===== src/rtl/flag_service_sequencer.sv =====
// Consumer side of a set/clear flag latch bank: picks the lowest-index enabled flag,
// runs request/accept/done with the servicing agent, then pulses a one-hot clear back.
module flag_service_sequencer #(
  parameter int P_width       = 4,
  parameter int P_index_width = 2,
  parameter int P_timeout     = 15
) (
  input  logic                     I_clock,
  input  logic                     I_reset,
  input  logic [P_width-1:0]       I_value,
  input  logic [P_width-1:0]       I_mask,
  output logic                     O_request,
  output logic [P_index_width-1:0] O_index,
  input  logic                     I_accept,
  input  logic                     I_done,
  output logic [P_width-1:0]       O_clear,
  output logic                     O_busy,
  output logic                     O_timeout,
  output logic                     O_fault
);

  // A zero timeout still needs a legal one-bit counter.
  localparam int CW = (P_timeout > 0) ? $clog2(P_timeout + 1) : 1;
  localparam logic [CW-1:0] CNT_MAX   = '1;
  localparam logic [CW-1:0] CNT_LIMIT = CW'(P_timeout);

  typedef enum logic [2:0] {
    ST_IDLE,
    ST_REQUEST,
    ST_SERVICE,
    ST_CLEAR,
    ST_SETTLE
  } state_t;

  state_t                     state_reg;
  logic [CW-1:0]              cnt_reg;
  logic [CW-1:0]              cnt_next;
  logic                       cnt_hit;
  logic [P_width-1:0]         eligible;
  logic [P_width-1:0]         clear_onehot;
  logic [P_index_width-1:0]   pick_index;
  logic                       captured_eligible;

  assign eligible = I_value & I_mask;

  // Scan downward so the lowest eligible index is the last one written.
  always_comb begin
    pick_index = '0;
    for (int i = P_width - 1; i >= 0; i--) begin
      if (eligible[i]) pick_index = P_index_width'(i);
    end
  end

  generate
    for (genvar gi = 0; gi < P_width; gi++) begin : g_onehot
      assign clear_onehot[gi] = (O_index == P_index_width'(gi));
    end
  endgenerate

  assign captured_eligible = |(eligible & clear_onehot);
  assign cnt_next          = (cnt_reg == CNT_MAX) ? cnt_reg : cnt_reg + CW'(1);
  assign cnt_hit           = (P_timeout != 0) && (cnt_next == CNT_LIMIT);

  always_ff @(posedge I_clock or negedge I_reset) begin
    if (!I_reset) begin
      state_reg <= ST_IDLE;
      cnt_reg   <= '0;
      O_request <= 1'b0;
      O_index   <= '0;
      O_clear   <= '0;
      O_busy    <= 1'b0;
      O_timeout <= 1'b0;
      O_fault   <= 1'b0;
    end else begin
      O_clear   <= '0;
      O_timeout <= 1'b0;
      case (state_reg)
        ST_IDLE: begin
          if (|eligible) begin
            state_reg <= ST_REQUEST;
            O_request <= 1'b1;
            O_index   <= pick_index;
            O_busy    <= 1'b1;
          end
        end
        ST_REQUEST: begin
          // Accept beats a simultaneous withdraw.
          if (I_accept) begin
            state_reg <= ST_SERVICE;
            O_request <= 1'b0;
            cnt_reg   <= '0;
          end else if (!captured_eligible) begin
            state_reg <= ST_IDLE;
            O_request <= 1'b0;
            O_busy    <= 1'b0;
          end
        end
        ST_SERVICE: begin
          cnt_reg <= cnt_next;
          if (I_done) begin
            state_reg <= ST_CLEAR;
            O_clear   <= clear_onehot;
          end else if (cnt_hit) begin
            state_reg <= ST_CLEAR;
            O_clear   <= clear_onehot;
            O_timeout <= 1'b1;
            O_fault   <= 1'b1;
          end
        end
        ST_CLEAR: begin
          state_reg <= ST_SETTLE;
        end
        ST_SETTLE: begin
          state_reg <= ST_IDLE;
          O_busy    <= 1'b0;
        end
        default: begin
          state_reg <= ST_IDLE;
          O_request <= 1'b0;
          O_busy    <= 1'b0;
        end
      endcase
    end
  end

endmodule


===== config.mk =====
export PLATFORM = sky130hd
export DESIGN_NAME = flag_service_sequencer
export DESIGN_NICKNAME = d
export VERILOG_FILES = /design/src/rtl/flag_service_sequencer.sv
export SDC_FILE = /design/constraint.sdc
export NUM_CORES = 1
export LEC_CHECK = 0
export CORE_MARGIN = 2
export CORE_UTILIZATION = 41
export CTS_CLUSTER_SIZE = 28
export DETAILED_ROUTE_END_ITERATION = 6
export PLACE_DENSITY = 0.73
export SYNTH_ARGS = -nofsm -noshare
export SYNTH_HDL_FRONTEND = slang
export SYNTH_SLANG_ARGS = --single-unit

===== constraint.sdc =====
create_clock -name I_clock -period 1.7 [get_ports I_clock]
set_input_delay 0.34 -clock I_clock [delete_from_list [all_inputs] [get_ports I_clock]]
set_output_delay 0.34 -clock I_clock [all_outputs]
set_load 0.02 [all_outputs]

## Yosys cells after proc, flatten, opt, wreduce, memory -nomap -nowiden

Cells that the tools add are included.
Widths: inputs -> output; s select.

- Output and inout port bits: 10
- Register bits after elaboration: 17
- Word-level logic and storage cells: 67

- Bitwise operators: 5
- Reductions and logical operators: 13
- Equal/unequal tests: 15
- $add $sub $neg: 1
- Muxes and demuxes: 25

Operators by type and width:

| cell | count |
|---|---|
| $mux 4 | 5 |
| $mux 3 | 5 |
| $pmux 3 s4 | 1 |
| $reduce_and 3->1 | 3 |
| $and 4x4->4 | 2 |
| $eq 4x4->1 const B | 2 |
| $mux 2 | 4 |
| $ne 2x2->1 const B | 4 |
| $pmux 4 s2 | 1 |
| $reduce_or 4->1 | 2 |
| $mux 1 | 7 |
| $eq 3x2->1 const B | 2 |
| $ne 3x3->1 const B | 2 |
| $pmux 1 s3 | 2 |
| $add 4x1->4 const B | 1 |
| $eq 2x2->1 const B | 2 |
| $reduce_and 2->1 | 2 |
| $reduce_and 4->1 | 1 |
| $eq 3x1->1 const B | 1 |
| $eq 3x3->1 const B | 1 |
| $logic_not 3->1 | 1 |
| $not 1->1 | 3 |
| $reduce_or 3->1 | 1 |
| $eq 2x1->1 const B | 1 |
| other kinds (3) | 3 |

## Logic depth before layout (Yosys ltp)

- Depth in word-level cells: 6
- Gate-level depth with buffers: 5
- Gate-level depth less buffers: 5

## Worst setup path after synthesis

OpenSTA, ideal clock, no wires.

- Kind: reg2reg
- Start: register cnt_reg[0]
- End: register state_reg[0]
- Slack: -0.048 ns
- Cell stages (with the launch flop): 6
- Arrival: 1.599 ns
- Library setup time: 0.148 ns
- Path buffers: 0
- Period minus slack after synthesis: 1.748 ns
- Path through: dfrtp_1 ha_1 and4_1 o31a_1 o21ai_0 nand3_1

- Word-level cells in the longest chain between the ends: 5
- Elaborated cells on any way between the ends: 6
- Classes of those cells: 1 x add/sub; 3 x eq/ne; 1 x mux; 1 x reduce/logical

Ends and longest elaborated chain:

| what | RTL line | RTL |
|---|---|---|
| from (decl) | 36 | `logic [CW-1:0] cnt_reg;` |
| from (signal assigned) | 99 | `cnt_reg <= cnt_next;` |
| $add 4x1->4 / $eq 4x4->1 (equally long branches) | 61 | `assign cnt_next = (cnt_reg == CNT_MAX) ? cnt_reg : cnt_reg + CW'(1);` |
| $mux 4 (*) | 61 |  |
| $eq 4x4->1 (*) | 62 | `assign cnt_hit = (P_timeout != 0) && (cnt_next == CNT_LIMIT);` |
| $ne 3x3->1 (no source line) (*) | - |  |
| $reduce_and 3->1 (no source line) (*) | - |  |
| to (signal assigned) | 66 | `state_reg <= ST_IDLE;` |
| to (signal assigned) | 80 | `state_reg <= ST_REQUEST;` |
| to (signal assigned) | 89 | `state_reg <= ST_SERVICE;` |
| to (decl) | 35 | `state_t state_reg;` |

Mark *: on every way between the ends. The rest lies on a longest branch, timed or not.
A chain may end at the register's enable or synchronous reset.

## Final worst setup path

- Start: register cnt_reg[0]
- End: register O_fault

- Word-level cells in the longest chain between the ends: 4
- Elaborated cells on any way between the ends: 5
- Classes of those cells: 1 x add/sub; 2 x eq/ne; 1 x mux; 1 x reduce/logical

Ends and longest elaborated chain:

| what | RTL line | RTL |
|---|---|---|
| $add 4x1->4 / $eq 4x4->1 (equally long branches) | 61 |  |
| $mux 4 (*) | 61 |  |
| $eq 4x4->1 (*) | 62 |  |
| $reduce_and 3->1 (no source line) (*) | - |  |
| to (signal assigned) | 73 | `O_fault <= 1'b0;` |
| to (signal assigned) | 107 | `O_fault <= 1'b1;` |
| to (decl) | 19 | `output logic O_fault` |

Marked as above.

==> load_flow_metrics.sql <==
INSERT INTO impl_metrics (metric_group, metric, value, unit) VALUES
('worst_setup_path', 'critPathKind', 'register to register', ''),
('timing', 'final.min_clock_period', '1630', 'ps'),
('drt', 'metal_1_wl', '934', 'um'),
('placed_design', 'io_buffer_count', '21', ''),
('drt', 'detail-route-antenna-nets', '0', ''),
('logic_synthesis', 'ys_seq_area_frac', '0.528', ''),
('logic_synthesis', 'synth.most_common_cell', 'sky130_fd_sc_hd__dfrtp_1', ''),
('worst_setup_path', 'critical_path.cell_chain', 'ha_4 -> nor4bb_4 -> o31a_1 -> nor3b_4 -> or2_4', ''),
('layout', 'area_overhead_vs_synth', '57.5', '%'),
('drt', 'drt_iter0_drc', '28', ''),
('drt', 'avgRoutedWirePerCell', '13.7', 'um'),
('outcome', 'run_status', 'complete, no violations', ''),
('clock_tree', 'cts_made_buffers', '3', ''),
('timing', 'grt_setup_unrepaired', 'no', ''),
('floorplan', 'boundaryPins', '22', ''),
('timing', 'tightest_slew', '307', 'ps'),
('drt', 'dr.max_layer_used', 'met4', ''),
('global_route', 'grt_overflow', '0', ''),
('logic_synthesis', 'synth_top_cell_area_share', '0.528', ''),
('pwr', 'p_per_area', '1350', 'nW/um^2'),
('min_path', 'hold_path_class', 'input port to async pin', ''),
('floorplan', 'cell_row_count', '16', ''),
('clock_tree', 'cts.reportedPaths.clkPinSlew', '100', 'ps'),
('placed_design', 'dp_hpwl', '1410', 'um'),
('logic_synthesis', 'synthTopCellsByArea', 'sky130_fd_sc_hd__dfrtp_1 53%, sky130_fd_sc_hd__nand2_1 5.6%, sky130_fd_sc_hd__a21oi_1 4.3%', ''),
('timing', 'fin_setup_tns', '0', 'ps'),
('worst_setup_path', 'required', '1880', 'ps'),
('global_route', 'gr-usage-all-layers', '0.191', ''),
('timing', 'worst_slew_margin_rel', '0.795', ''),
('worst_setup_path', 'critPathArrivalTime', '1810', 'ps'),
('clock_tree', 'tritoncts_sink_count', '17', ''),
('layout', 'post_route_cells_drive_above_1_share', '0.274', ''),
('layout', 'fin_area', '1270', 'sq um'),
('logic_synthesis', 'fraction_of_registers_with_async_set_reset', '1.00', ''),
('layout', 'finalNetCount', '131', ''),
('timing', 'slew_violations', '0', ''),
('timing', 'timing.final.crit_share', '0.961', ''),
('worst_setup_path', 'timing.critical_path.fanout_max', '3', ''),
('global_route', 'vias_in_the_first_global_route', '758', ''),
('worst_setup_path', 'slowest_stage', 'sky130_fd_sc_hd__dfrtp_1', ''),
('worst_setup_path', 'reg2regPathDepth', '5', ''),
('drt', 'detailroute.via_count', '746', ''),
('clock_tree', 'cts-htree-levels', '1', ''),
('floorplan', 'core-area', '1900', 'sq um'),
('logic_synthesis', 'synth.largest_area_cell', 'sky130_fd_sc_hd__dfrtp_1', ''),
('clock_tree', 'cts.path.max_buffers', '2', ''),
('floorplan', 'die-area', '2340', 'sq um'),
('floorplan', 'initial_utilization', '0.424', ''),
('clock_tree', 'clock_insertion_delay_worst_skew', '280', 'ps'),
('floorplan', 'die_y', '48.3', 'um'),
('placed_design', 'placed_area', '1160', 'sq um'),
('clock_tree', 'cts_root_buf', 'sky130_fd_sc_hd__clkbuf_4', ''),
('global_route', 'grt_first_pass_wirelength', '3440', 'um'),
('worst_setup_path', 'cp_slowest_stage_delay', '430', 'ps'),
('clock_tree', 'tritoncts', 'built', ''),
('global_route', 'grt_start_max_net_pins', '18', ''),
('timing', 'fin_hold_ws', '368', 'ps'),
('drt', 'vias_per_cell', '5.18', ''),
('drt', 'routed_wl', '1970', 'um'),
('drt', 'detail_route.first_pass.iterations', '4', ''),
('timing', 'final.setup.worst_slack', '67.0', 'ps'),
('timing', 'final.setup_skew', '1.53', 'ps'),
('logic_synthesis', 'synth_cell_type_count', '27', ''),
('layout', 'num_antenna_cells', '0', ''),
('pwr', 'ir_worst_vdd', '0.000836', 'V'),
('timing', 'setup-violations-final', '0', ''),
('global_route', 'initial_antenna_violation_count', '0', ''),
('logic_synthesis', 'post_synth_edffs', '0', ''),
('logic_synthesis', 'ys_ff_latch', '17', ''),
('worst_setup_path', 'cp-start-kind', 'register', ''),
('logic_synthesis', 'synth_warnings', '0', '');
[power breakdown]
group	internal (W)	switching, W	leakage (nW)
logic	0.000454	0.000378	0.362
registers	0.000516	0.000151	0.223
clock network	0.0000910	0.000120	0.0150
[cell type report]
type                    count  area, sq um
clock buffers               4         26.3
repair buffers             36          333
well taps                  27         33.8
fillers                   148          633
flip-flops and latches     17          427
multi-input cells          60          449
[worst max-delay path: cells and delay by family, from the launching register on]
kind	cells	cell delay (ps)
adder cells (fa/ha/maj)	1	260
AO/OA/AOI/OAI	1	320
AND/OR/NAND/NOR	3	520
flip-flops	1	430
[layout by cell type (no fill, tap or decap), types with 2 or more instances in the layout]
| cell | synthesis | routed |
|---|---|---|
| sky130_fd_sc_hd__dfrtp_1 | 17 | 16 |
| sky130_fd_sc_hd__buf_4 | 0 | 15 |
| sky130_fd_sc_hd__nand2_1 | 12 | 11 |
| sky130_fd_sc_hd__clkdlybuf4s50_1 | 0 | 11 |
| sky130_fd_sc_hd__a21oi_1 | 7 | 7 |
| sky130_fd_sc_hd__dlymetal6s2s_1 | 0 | 6 |
| sky130_fd_sc_hd__nor2_1 | 5 | 5 |
| sky130_fd_sc_hd__nand3_1 | 4 | 4 |
| sky130_fd_sc_hd__dlygate4sd2_1 | 0 | 4 |
| sky130_fd_sc_hd__nand2b_1 | 3 | 3 |
| sky130_fd_sc_hd__o21ai_0 | 4 | 3 |
| sky130_fd_sc_hd__clkbuf_4 | 0 | 3 |
| sky130_fd_sc_hd__nor4bb_4 | 0 | 2 |
| sky130_fd_sc_hd__nor3b_2 | 0 | 2 |
| sky130_fd_sc_hd__nor3_1 | 2 | 2 |
[layer usage]
layer  vias up  global-route usage
li1        368                   -
met1       361               0.243
met2        15               0.301
met3         2              0.0401
met4         0               0.114
met5         -                   0
[worst paths after layout]
path,from,to,slack (ps)
setup reg to reg,cnt_reg[0],O_fault,70
setup / recovery,cnt_reg[0],O_fault,70
min in group I_clock,O_fault,O_fault,500
max in group asynchronous,I_reset,O_index[0],1130
hold reg to reg,O_fault,O_fault,500
hold / removal,I_reset,O_index[1],370
[what timing repair did]
| item | in CTS | in global routing |
|---|---|---|
| setup endpoints to repair | 5 | 6 |
| hold buffers | 0 | 0 |
| gates resized for setup | 5 | 17 |
| setup buffers | 1 | 0 |
| pin swaps | 2 | 7 |
[metrics by stage]
step / util / std cells / total power, W
final: 0.667 / 144 / 0.00171
after global routing: 0.667 / 144 / 0.00183
after CTS: 0.624 / 144 / 0.00162
after global placement: 0.608 / 139 / 0.00138
after floorplan: - / 77 / 0.00104
after detailed placement: 0.608 / 139 / 0.00141
[logic make-up after synthesis]
group	share of synthesized area
AND/OR/NAND/NOR	0.273
flip-flops	0.528
AO/OA/AOI/OAI	0.141
multiplexers	0.0419
adder cells (fa/ha/maj)	0.0155
Power figures use the tool's default switching activity.
